## config.mk

```make
export PLATFORM = sky130hd
export DESIGN_NAME = injection_arbiter
export DESIGN_NICKNAME = d
export VERILOG_FILES = /design/src/rtl/injection_arbiter.sv
export SDC_FILE = /design/constraint.sdc
export NUM_CORES = 1
export LEC_CHECK = 0
export ABC_AREA = 1
export BUFFER_PORTS_ARGS = -buffer_cell sky130_fd_sc_hd__buf_2
export CELL_PAD_IN_SITES_DETAIL_PLACEMENT = 0
export CELL_PAD_IN_SITES_GLOBAL_PLACEMENT = 1
export CORE_MARGIN = 2
export CORE_UTILIZATION = 37
export CTS_CLUSTER_SIZE = 12
export DETAILED_ROUTE_END_ITERATION = 10
export PLACE_DENSITY = 0.73
export SETUP_SLACK_MARGIN = 0.4
export SLEW_MARGIN = 40
export SYNTH_ARGS = -nofsm -noshare
export SYNTH_HDL_FRONTEND = slang
export SYNTH_SLANG_ARGS = --single-unit
```

## constraint.sdc

```tcl
create_clock -name clk -period 2 [get_ports clk]
set_clock_uncertainty 0.2 [all_clocks]
set_input_delay 0.1 -clock clk [delete_from_list [all_inputs] [get_ports clk]]
set_output_delay 0.1 -clock clk [all_outputs]
set_load 0.005 [all_outputs]
```

## src/rtl/injection_arbiter.sv

```systemverilog
// Packet-granular round-robin arbiter sharing one serial local-port input among N_SRC serial sources.
// Define INJ_FIXED_PRIO_EN to pin the round-robin pointer at 0 (fixed priority, lowest index wins).

module inj_src_port (
    input  logic pass,
    input  logic hit,
    input  logic out_busy,
    output logic busy
);
    // Only the granted source sees the router's backpressure; everyone else holds.
    assign busy = (pass && hit) ? out_busy : 1'b1;
endmodule

module injection_arbiter #(
    parameter int N_SRC    = 4,
    parameter int PKT_BITS = 16
) (
    input  logic             clk,
    input  logic             reset,
    input  logic [N_SRC-1:0] src_data,
    output logic [N_SRC-1:0] src_busy,
    output logic             out_data,
    input  logic             out_busy,
    output logic [N_SRC-1:0] grant,
    output logic             active
);
    localparam int SEL_W = $clog2(N_SRC);
    localparam int CNT_W = $clog2(PKT_BITS + 1);

    localparam logic [0:0] ST_IDLE = 1'b0;
    localparam logic [0:0] ST_PASS = 1'b1;

    logic [0:0]       state;
    logic [SEL_W-1:0] sel;
    logic [SEL_W-1:0] ptr;
    logic [SEL_W-1:0] win;
    logic [SEL_W-1:0] ptr_next;
    logic [CNT_W-1:0] cnt;
    logic             req_any;
    logic             pass;
    logic             last_bit;

    // Scan from the farthest offset down so the offset closest to ptr wins.
    always_comb begin
        win     = '0;
        req_any = 1'b0;
        for (int k = N_SRC - 1; k >= 0; k--) begin
            if (src_data[(int'(ptr) + k) % N_SRC]) begin
                win     = SEL_W'((int'(ptr) + k) % N_SRC);
                req_any = 1'b1;
            end
        end
    end

    assign pass     = (state == ST_PASS);
    assign last_bit = (cnt == CNT_W'(PKT_BITS));
    assign ptr_next = (sel == SEL_W'(N_SRC - 1)) ? '0 : sel + SEL_W'(1);

    always_ff @(posedge clk) begin
        if (reset) begin
            state <= ST_IDLE;
            sel   <= '0;
            ptr   <= '0;
            cnt   <= '0;
        end else begin
            case (state)
                ST_IDLE: begin
                    if (req_any) begin
                        sel   <= win;
                        cnt   <= '0;
                        state <= ST_PASS;
                    end
                end
                ST_PASS: begin
                    // A busy cycle freezes everything; the source is holding its bit.
                    if (!out_busy) begin
                        if (last_bit) begin
                            state <= ST_IDLE;
                            cnt   <= '0;
`ifdef INJ_FIXED_PRIO_EN
                            ptr   <= '0;
`else
                            ptr   <= ptr_next;
`endif
                        end else begin
                            cnt <= cnt + CNT_W'(1);
                        end
                    end
                end
                default: state <= ST_IDLE;
            endcase
        end
    end

    assign active   = pass;
    assign grant    = pass ? (N_SRC'(1) << sel) : '0;
    assign out_data = pass & src_data[sel];

    for (genvar i = 0; i < N_SRC; i++) begin : g_port
        inj_src_port u_port (
            .pass     (pass),
            .hit      (sel == SEL_W'(i)),
            .out_busy (out_busy),
            .busy     (src_busy[i])
        );
    end

endmodule

```

==> results.tsv, run 1 <==
stage	metric	value	unit
final_layout	Final nets	177	
placed_design	placed inst area	981	um^2
grt	initial antenna violation count	0	
sta	Slew @ Worst Pin	0.201	ns
yosys	synthesized area	892	um^2
drt	drt total wl	2080	um
yosys	Area contributors post-synth	dfxtp_1 22%, nand2_1 17%, inv_1 8.8%	
power_and_ir_drop	switching share of power	28.5	%
yosys	Post-Syn Instances	140	
power_and_ir_drop	power density cells	423	mW/mm^2
placed_design	Final GP Congestion	0.765	
setup_path	Worst path slowest cell	dfxtp_4	
floorplanning	FP Rows	17	
yosys	yosys warns	0	
yosys	syn_area_per_cell	6.37	um^2
clock_tree	root buf cell	clkbuf_4	
yosys	post-synthesis sequential area ratio	22.4	%
sta	Final period util	80.7	%
drt	Pre-Repair DR Iteration Count	5	
placed_design	Place WS	0.264	ns
sta	RSZ-0062 raised after global routing	yes	
power_and_ir_drop	Max rail drop VDD	0.502	mV
sta	Setup TNS Final	0	ns
sta	Fmax achieved	0.620	GHz
setup_path	CP arrival	1.61	ns
power_and_ir_drop	Leakage	0.603	nW
grt	M3 GR Usage	2.54	%
final_layout	area grow syn2layout	30.3	%
power_and_ir_drop	clock network power share	37.0	%
status	status	finished, final reports clean	
setup_path	largest stage delay on the critical path	0.38	ns
grt	pin count of the biggest net entering global routing	11	
floorplanning	die area	0.00282	mm^2
clock_tree	Num CTS Buffers	3	
setup_path	Max FO, Critical Path	7	
yosys	post-synth cell types	22	
grt	met1 GRT Util	18.6	%
placed_design	HPWL Detailed	1570	um
yosys	Synth area leader	dfxtp_1	
clock_tree	Worst-Skew Late Latency	0.26	ns
power_and_ir_drop	P_int	352	uW
sta	Fin. Hold Viols	0	
grt	first-pass GRT wire length	3260	um
floorplanning	Initial Utilization	39.6	%
yosys	top cell type's share of synthesized area	22.4	%
setup_path	WP data required	2.00	ns
sta	Final Setup Violations	0	
grt	total grt overflow	0	
final_layout	ant diodes	0	
grt	Top Usage Layer GRT	met2	
sta	Final WS setup	0.386	ns
setup_path	critical path class	reg -> reg	
floorplanning	I/O pin count	17	
floorplanning	Die Ht	53.1	um
job	Max-cap violations	0	
drt	post-detailed-route count of antenna-violating nets	0	
final_layout	share of cells above drive strength 1	38.7	%
drt	wire per inst	10.9	um
floorplanning	die width	53.1	um
setup_path	crit path cell chain	buf_6, nand2_4, nand2_4, nand2_2, nand2_2, nor2_4, nand2_4, nand2_8, nand2_2, o21a_1, nor2_2	
power_and_ir_drop	combinational power share	20.9	%
setup_path	crit end category	register	
setup_path	Worst R2R Setup Slack	0.39	ns
drt	Via Count	908	
setup_path	Critical Path Start Type	register	
power_and_ir_drop	Seq pwr share	42.1	%
placed_design	Port Buffers	16	
min_path	Min-Delay Path Class	in -> reg	
clock_tree	number of H-tree levels	1	
floorplanning	Core Box Area	0.00225	mm^2
clock_tree	clock sinks	10	
yosys	Net Count, Synth	153	
clock_tree	CTS tree	done	
final_layout	Finished Cell Area	0.00116	mm^2
clock_tree	clock-pin slew on the worst setup and hold paths	0.07	ns
grt	vias in the first global route	781	
sta	max-slew violations	0	
grt	M2 GR Usage	28.1	%
drt	initial drt markers	17	
sta	Rel. slew slack	86.4	%
yosys	register bit count reported by yosys	10	
drt	DR vias/cell	4.75	
clock_tree	CTS Buffer Depth	2	
sta	minimum clock period after layout	1.61	ns
drt	DR DRC count	0	
grt	GRT Total Usage	15.6	%
power_and_ir_drop	Psw	140	uW
[sequential cells by signal (all words and copies together), names as in the netlist]
name	count
active	1
cnt	5
ptr	2
sel	2
[worst max-delay path: cells and delay by family, from the launching register on]
kind            cells  cell delay [ns]
compound gates      1             0.10
buf+inv             1             0.14
flops               1             0.38
simple gates        9             0.73
[power groups by stage]
| stage | sequential (mW) | clock, mW | combinational, mW |
|---|---|---|---|
| 6_report | 0.207 | 0.182 | 0.103 |
| 5_1_grt | 0.208 | 0.199 | 0.115 |
| 4_1_cts | 0.209 | 0.188 | 0.0929 |
| 3_5_place_dp | 0.215 | 0 | 0.0910 |
| 3_3_place_gp | 0.215 | 0 | 0.0911 |
| 2_1_floorplan | 0.215 | 0 | 0.0595 |
[path summary, 6_finish.rpt]
path | start | endpoint | depth (start not counted)
worst min-delay path | out_busy | cnt[2] | 5
worst max register to register | ptr[0] | sel[1] | 11
worst min register to register | cnt[0] | cnt[0] | 1
worst max-delay path | ptr[0] | sel[1] | 11
[cell type report]
cell class / count / area, um^2
Timing Repair Buffer: 24 / 146
Multi-Input combinational cell: 100 / 633
Inverter: 25 / 98.8
Clock buffer: 4 / 36.3
Fill cell: 239 / 1090
Tap cell: 28 / 35.0
Sequential cell: 10 / 213
[cells by family after synthesis]
group	count (synthesis)	share of synthesized area, %
XOR/XNOR	2	1.96
AND/OR/NAND/NOR	70	37.6
buffers and inverters	30	15.7
AO/OA/AOI/OAI	22	13.9
flip-flops	10	22.4
adder cells (fa/ha/maj)	6	8.41
[what timing repair did]
action	4_1_cts	5_1_grt
setup endpoints to repair	9	13
setup buffers	0	5
pin swaps	0	13
hold buffers	1	0
hold endpoints to repair	6	0
gates resized for setup	3	31
[routing by layer]
layer / wire length, um / vias up
li1: - / 478
met1: 949 / 416
met2: 1070 / 12
met3: 47 / 2
met4: 15 / 0
met5: 0 / -
[cell usage in the layout (no fill, tap or decap), types with 2 or more instances in the layout]
cell type | netlist | layout
inv_2 | 3 | 3
clkbuf_4 | 0 | 3
nand3_1 | 10 | 10
nor2_2 | 2 | 4
inv_1 | 21 | 21
nand2_2 | 8 | 8
o21ai_0 | 9 | 6
ha_1 | 6 | 6
a21oi_2 | 0 | 2
buf_2 | 0 | 16
dfxtp_1 | 10 | 6
o21ai_2 | 0 | 2
buf_4 | 4 | 6
nand2_1 | 40 | 33
nand2_4 | 3 | 9
dfxtp_4 | 0 | 3
nor2_1 | 4 | 2
a21oi_1 | 11 | 9
[stage by stage]
step                total power, mW  utilization [%]  cells  hold WS (ns)
CTS                           0.490             45.8    186        0.0747
global route                  0.522             51.6    191         0.127
floorplan                     0.274                -    140       -0.0331
detailed placement            0.306             43.5    181         0.187
finish                        0.492             51.6    191        0.0937
global placement              0.306             43.5    181         0.191
[cell usage after synthesis]
cell,n
o21a_1,1
and2_1,1
nor2_1,4
o41ai_2,1
inv_2,3
inv_1,21
xor2_1,1
nand2_1,40
dfxtp_1,10
inv_6,1
nand2_2,8
buf_4,4
nor2_2,2
nand2_4,3
ha_1,6
nor2_4,1
buf_6,1
nand4_1,1
a21oi_1,11
nand3_1,10
o21ai_0,9
xnor2_1,1
(Power assumes the default switching activity.)
==> run 2: changes to the inputs <==
CORE_UTILIZATION = 33   (was 37)
PLACE_DENSITY = 0.69   (was 0.73)
clock period = 1.42 ns   (was 2 ns; I/O delays follow)
==> run 2 against run 1 <==
  * The run now ends with hold timing, setup timing left
  * Sequential share of layout area is 2.9 points lower
  * Worst hold slack worse by 0.22 ns
  * Clock-buffer cell count stayed put
  * Register-to-register slack worse by 0.56 ns
  * Die area rose by 11%
  * Design area is 20% higher
  * Critical path type unchanged
  * Critical endpoint unchanged
  * Largest cell class unchanged
==> results.tsv, run 2 (synthesis results as in run 1) <==
stage	metric	value	unit
clock_tree	CTS Buffer Depth	2	
floorplanning	die width	56.0	um
drt	DR DRC count	0	
final_layout	fillers	246	
sta	Final WS setup	-0.173	ns
placed_design	HPWL Detailed	1650	um
placed_design	placed inst area	0.00109	mm^2
setup_path	crit end category	register	
placed_design	cell count after placement	193	
sta	WHS	-0.125	ns
final_layout	Finished Layout Cells	208	
final_layout	Largest register FFs	5	
grt	met1 GRT Util	19.1	%
clock_tree	clock-pin slew on the worst setup and hold paths	0.07	ns
grt	GRT Total Usage	14.5	%
drt	DR vias/cell	4.57	
grt	M2 GR Usage	23.0	%
grt	pin count of the biggest net entering global routing	11	
sta	Rel. slew slack	84.4	%
final_layout	Final nets	192	
power_and_ir_drop	Tot Pwr	717	uW
setup_path	Max FO, Critical Path	7	
sta	Setup TNS Final	-1.12	ns
setup_path	largest stage delay on the critical path	0.38	ns
floorplanning	I/O pin count	17	
placed_design	Final GP Congestion	0.760	
grt	Top Usage Layer GRT	met2	
clock_tree	CTS tree	done	
setup_path	Worst R2R Setup Slack	-0.17	ns
floorplanning	Core Box Area	0.00252	mm^2
sta	minimum clock period after layout	1.59	ns
job	Max-cap violations	0	
drt	drt total wl	2330	um
grt	first-pass GRT wire length	3620	um
floorplanning	Die Ht	56.0	um
floorplanning	die area	0.00314	mm^2
drt	Via Count	950	
clock_tree	clock sinks	10	
setup_path	CP arrival	1.59	ns
final_layout	commonest non-fill, non-tap cells in the layout	26 x nand2_1, 18 x nand2_2, 16 x buf_4, 14 x inv_1, 12 x buf_2	
min_path	Min-Delay Path Class	in -> reg	
final_layout	ant diodes	0	
clock_tree	number of H-tree levels	1	
grt	M3 GR Usage	4.88	%
floorplanning	FP Rows	18	
power_and_ir_drop	power density cells	513	mW/mm^2
final_layout	commonest non-fill, non-tap cell in the layout	nand2_1	
grt	vias in the first global route	853	
final_layout	share of cells above drive strength 1	55.6	%
final_layout	biggest regs	cnt (5), ptr (2), sel (2)	
grt	total grt overflow	0	
sta	Slew @ Worst Pin	0.232	ns
clock_tree	root buf cell	clkbuf_4	
placed_design	Port Buffers	16	
status	failing checks	hold timing, setup timing	
placed_design	Place WS	-0.157	ns
sta	Final period util	112	%
setup_path	WP data required	1.42	ns
setup_path	Worst path slowest cell	dfxtp_4	
clock_tree	Num CTS Buffers	3	
setup_path	Critical Path Start Type	register	
final_layout	area grow syn2layout	56.8	%
sta	RSZ-0062 raised after global routing	yes	
drt	wire per inst	11.2	um
setup_path	most frequent CP cell	nand2_2	
sta	Final Setup Violations	9	
power_and_ir_drop	Leakage	0.670	nW
setup_path	critical path class	reg -> reg	
sta	max-slew violations	0	
drt	post-detailed-route count of antenna-violating nets	0	
final_layout	Util after Layout	55.5	%
status	status	complete, but fails checks	
final_layout	Largest Register	cnt	
drt	initial drt markers	20	
floorplanning	Initial Utilization	35.4	%
grt	initial antenna violation count	0	
clock_tree	Worst-Skew Late Latency	0.27	ns
setup_path	crit path cell chain	buf_6, nand2_2, nand2_4, nand2_2, nand2_2, nor2_4, nand2_4, nand2_8, nand2_2, o21a_1, nor2_2	
drt	Pre-Repair DR Iteration Count	4	
power_and_ir_drop	Max rail drop VDD	0.644	mV
sta	Fmax achieved	0.628	GHz
final_layout	Finished Cell Area	0.00140	mm^2
sta	Fin. Hold Viols	6	
## run 2: path summary, 6_finish.rpt
kind	startpoint	end	depth (start not counted)
worst min register to register	cnt[3]	cnt[3]	2
worst max-delay path	ptr[0]	sel[1]	11
worst min-delay path	reset	sel[1]	2
worst max register to register	ptr[0]	sel[1]	11
## run 2: worst max-delay path, delay by kind of cell (launching register included)
kind / cells / cell delay (ns)
buffers and inverters: 1 / 0.14
AO/OA/AOI/OAI: 1 / 0.10
flip-flops: 1 / 0.38
AND/OR/NAND/NOR: 9 / 0.69
## run 2: what timing repair did
action | 4_1_cts | 5_1_grt
gates cloned | 0 | 0
endpoints found under the hold margin | 6 | 6
resized for setup | 29 | 34
setup buffers | 7 | 4
endpoints found under the setup margin | 20 | 20
pin swaps | 9 | 10
## run 2: power breakdown
group          internal (mW)  switching [mW]  leakage, nW
sequential             0.285         0.00828       0.0846
combinational          0.105           0.113        0.571
clock                  0.108          0.0975       0.0150
## run 2: metal layers
layer  vias up  part of all wire, %
li1        507                    -
met1       426                   48
met2        17                   48
met3         0                  4.5
met4         0                    0
met5         -                    0
## run 2: final cells by class
cell class / instances / area [um^2] / area share, %
multi-input cells: 100 / 703 / 50.3
inverters: 25 / 104 / 7.42
flip-flops and latches: 10 / 215 / 15.4
well taps: 30 / 37.5 / 2.68
repair buffers: 39 / 313 / 22.4
clock buffers: 4 / 26.3 / 1.88
==> run 3: changes to the inputs <==
ABC_AREA = 0   (was 1)
CORE_UTILIZATION = 39   (was 33)
PLACE_DENSITY = 0.76   (was 0.69)
clock period = 1.85 ns   (was 1.42 ns; I/O delays follow)
==> run 3 against run 2 <==
  * Die area is 31% lower
  * Core utilization fell by 1.2 points
  * Highest routed layer is now met4
  * Combinational power shrank 63%
  * The run now ends clean
  * Register-to-register slack improved by 0.43 ns
  * Non-clock buffer count decreased by 17
  * Critical path type is now reg -> out
  * Clock power down 5%
  * Largest cell class unchanged
  * Global-route usage rose by 1.5 points
  * Critical path depth is 8 lower
==> results.tsv, run 3 <==
stage	metric	value	unit
status	status	finished, final reports clean	
clock_tree	number of H-tree levels	1	
yosys	register bit count reported by yosys	10	
final_layout	commonest non-fill, non-tap cell in the layout	buf_2	
final_layout	Util after Layout	54.3	%
sta	Rel. slew slack	70.9	%
drt	initial drt markers	8	
final_layout	biggest regs	cnt (5), ptr (2), sel (2)	
yosys	number of enable flip-flop cells after synthesis	0	
final_layout	Finished Layout Cells	135	
drt	post-detailed-route count of antenna-violating nets	0	
drt	drt total wl	1580	um
placed_design	HPWL Detailed	1120	um
floorplanning	FP Rows	15	
yosys	post-synth cell types	29	
yosys	Post-Syn Instances	90	
sta	RSZ-0062 raised after global routing	yes	
clock_tree	CTS tree	done	
final_layout	area grow syn2layout	30.9	%
job	Max-cap violations	0	
power_and_ir_drop	switching share of power	25.1	%
placed_design	Final GP Congestion	0.711	
sta	minimum clock period after layout	1.63	ns
clock_tree	Worst-Skew Late Latency	0.26	ns
setup_path	WP data required	1.56	ns
clock_tree	root buf cell	clkbuf_4	
drt	Via Count	682	
min_path	Min-Delay Path Depth	3	
setup_path	Worst Setup SP	sel[1]	
power_and_ir_drop	combinational power share	16.2	%
yosys	top cell type's share of synthesized area	28.3	%
sta	Final WS setup	0.221	ns
power_and_ir_drop	P_int	376	uW
yosys	post-synthesis sequential area ratio	28.3	%
clock_tree	CTS Buffer Depth	2	
floorplanning	Core Box Area	0.00171	mm^2
setup_path	Reg2Reg Depth	6	
yosys	yosys warns	0	
grt	total grt overflow	0	
power_and_ir_drop	clock network power share	39.1	%
final_layout	fillers	167	
yosys	synthesized area	708	um^2
setup_path	reg-to-reg endpoint	ptr[0]	
grt	initial antenna violation count	0	
final_layout	commonest non-fill, non-tap cells in the layout	16 x buf_2, 8 x nand2_1, 6 x nor2_1, 6 x a21oi_1	
setup_path	Worst R2R Setup Slack	0.26	ns
grt	first-pass GRT wire length	2390	um
floorplanning	die area	0.00217	mm^2
power_and_ir_drop	Psw	126	uW
grt	pin count of the biggest net entering global routing	11	
sta	Fmax achieved	0.614	GHz
yosys	Post-synth ARST share	0	%
final_layout	ant diodes	0	
clock_tree	clock-pin slew on the worst setup and hold paths	0.06	ns
grt	vias in the first global route	576	
final_layout	Largest register FFs	5	
sta	max-slew violations	0	
yosys	Net Count, Synth	103	
setup_path	Critical Path Start Type	register	
drt	Pre-Repair DR Iteration Count	4	
drt	DR vias/cell	5.05	
yosys	Synth area leader	dfxtp_1	
floorplanning	Initial Utilization	41.5	%
clock_tree	Num CTS Buffers	3	
setup_path	crit end category	output pin	
power_and_ir_drop	Seq pwr share	44.7	%
power_and_ir_drop	Leakage	0.374	nW
floorplanning	I/O pin count	17	
final_layout	Final nets	124	
setup_path	CP arrival	1.34	ns
sta	Slew @ Worst Pin	0.433	ns
placed_design	Place WS	0.280	ns
yosys	most used flip-flop cell after synthesis	dfxtp_1	
floorplanning	die width	46.6	um
setup_path	crit path capture	out_data	
sta	WHS	0.0139	ns
final_layout	Largest Register	cnt	
yosys	Area contributors post-synth	dfxtp_1 28%, ha_1 11%, a21oi_1 5.7%	
grt	GRT Total Usage	16.0	%
clock_tree	clock sinks	10	
placed_design	cell count after placement	126	
drt	wire per inst	11.7	um
power_and_ir_drop	power density cells	542	mW/mm^2
setup_path	reg2reg start	cnt[0]	
power_and_ir_drop	Max rail drop VDD	0.287	mV
yosys	most instantiated cells after synthesis	10 x dfxtp_1, 10 x nand2_1, 8 x a21oi_1	
sta	Fin. Hold Viols	0	
setup_path	Max FO, Critical Path	2	
drt	DR DRC count	0	
floorplanning	Die Ht	46.6	um
sta	Final Setup Violations	0	
final_layout	share of cells above drive strength 1	42.7	%
yosys	syn_area_per_cell	7.87	um^2
placed_design	Port Buffers	16	
sta	Final period util	88.0	%
sta	Setup TNS Final	0	ns
min_path	Min-Delay Path Class	in -> reg	
setup_path	critical path class	reg -> out	
run 3: critical path, cell delays in order, from the launching register on:
cell     delay, ns
dfxtp_4       0.35
mux4_2        0.47
and2_1        0.14
buf_2         0.12
run 3: metrics by stage:
| step | total power [mW] | instance area (um^2) |
|---|---|---|
| 2_1_floorplan | 0.277 | 714 |
| 3_3_place_gp | 0.304 | 796 |
| 3_5_place_dp | 0.304 | 796 |
| 4_1_cts | 0.511 | 893 |
| 5_1_grt | 0.529 | 927 |
| 6_report | 0.503 | 927 |
run 3: final cells by class:
class / count / area, um^2 / share of cell area (%)
multi-input cells: 67 / 490 / 52.9
repair buffers: 22 / 131 / 14.2
clock buffers: 4 / 36.3 / 3.91
well taps: 25 / 31.3 / 3.37
inverters: 7 / 26.3 / 2.83
flip-flops and latches: 10 / 211 / 22.8
run 3: how the worst min path moves through the flow:
stage | slack [ns] | endpoint | start
finish | 0.01 | sel[1] | src_data[3]
global route | 0.04 | sel[1] | src_data[3]
CTS | 0.002 | sel[1] | src_data[3]
detailed placement | 0.21 | cnt[1] | reset
global placement | 0.20 | cnt[0] | reset
floorplan | 0.12 | sel[1] | src_data[3]
run 3: cells by family after synthesis:
kind of cell	Yosys count	synth area share, %
AND/OR/NAND/NOR	39	29.3
adder cells (fa/ha/maj)	6	10.6
flip-flops	10	28.3
multiplexers	1	3.18
buffers and inverters	13	9.01
AO/OA/AOI/OAI	21	19.6
run 3: timing repair:
item,CTS,global route
gates cloned,0,0
pin swaps,4,1
gates resized for setup,10,10
hold endpoints to repair,10,0
setup buffers,4,0
hold buffers,1,0
endpoints found under the setup margin,15,18
run 3: power by group through the flow:
stage	clock network, mW	logic (mW)	registers, mW
floorplan	0	0.0457	0.231
global placement	0	0.0717	0.232
detailed placement	0	0.0714	0.232
CTS	0.207	0.0797	0.224
global route	0.211	0.0917	0.226
finish	0.196	0.0816	0.225
run 3: metal layers:
layer	part of all wire (%)	up-vias	global-route usage, %
li1	-	352	-
met1	45	314	18.7
met2	51	14	26.9
met3	3.7	2	2.35
met4	0.95	0	10.6
met5	0	-	0
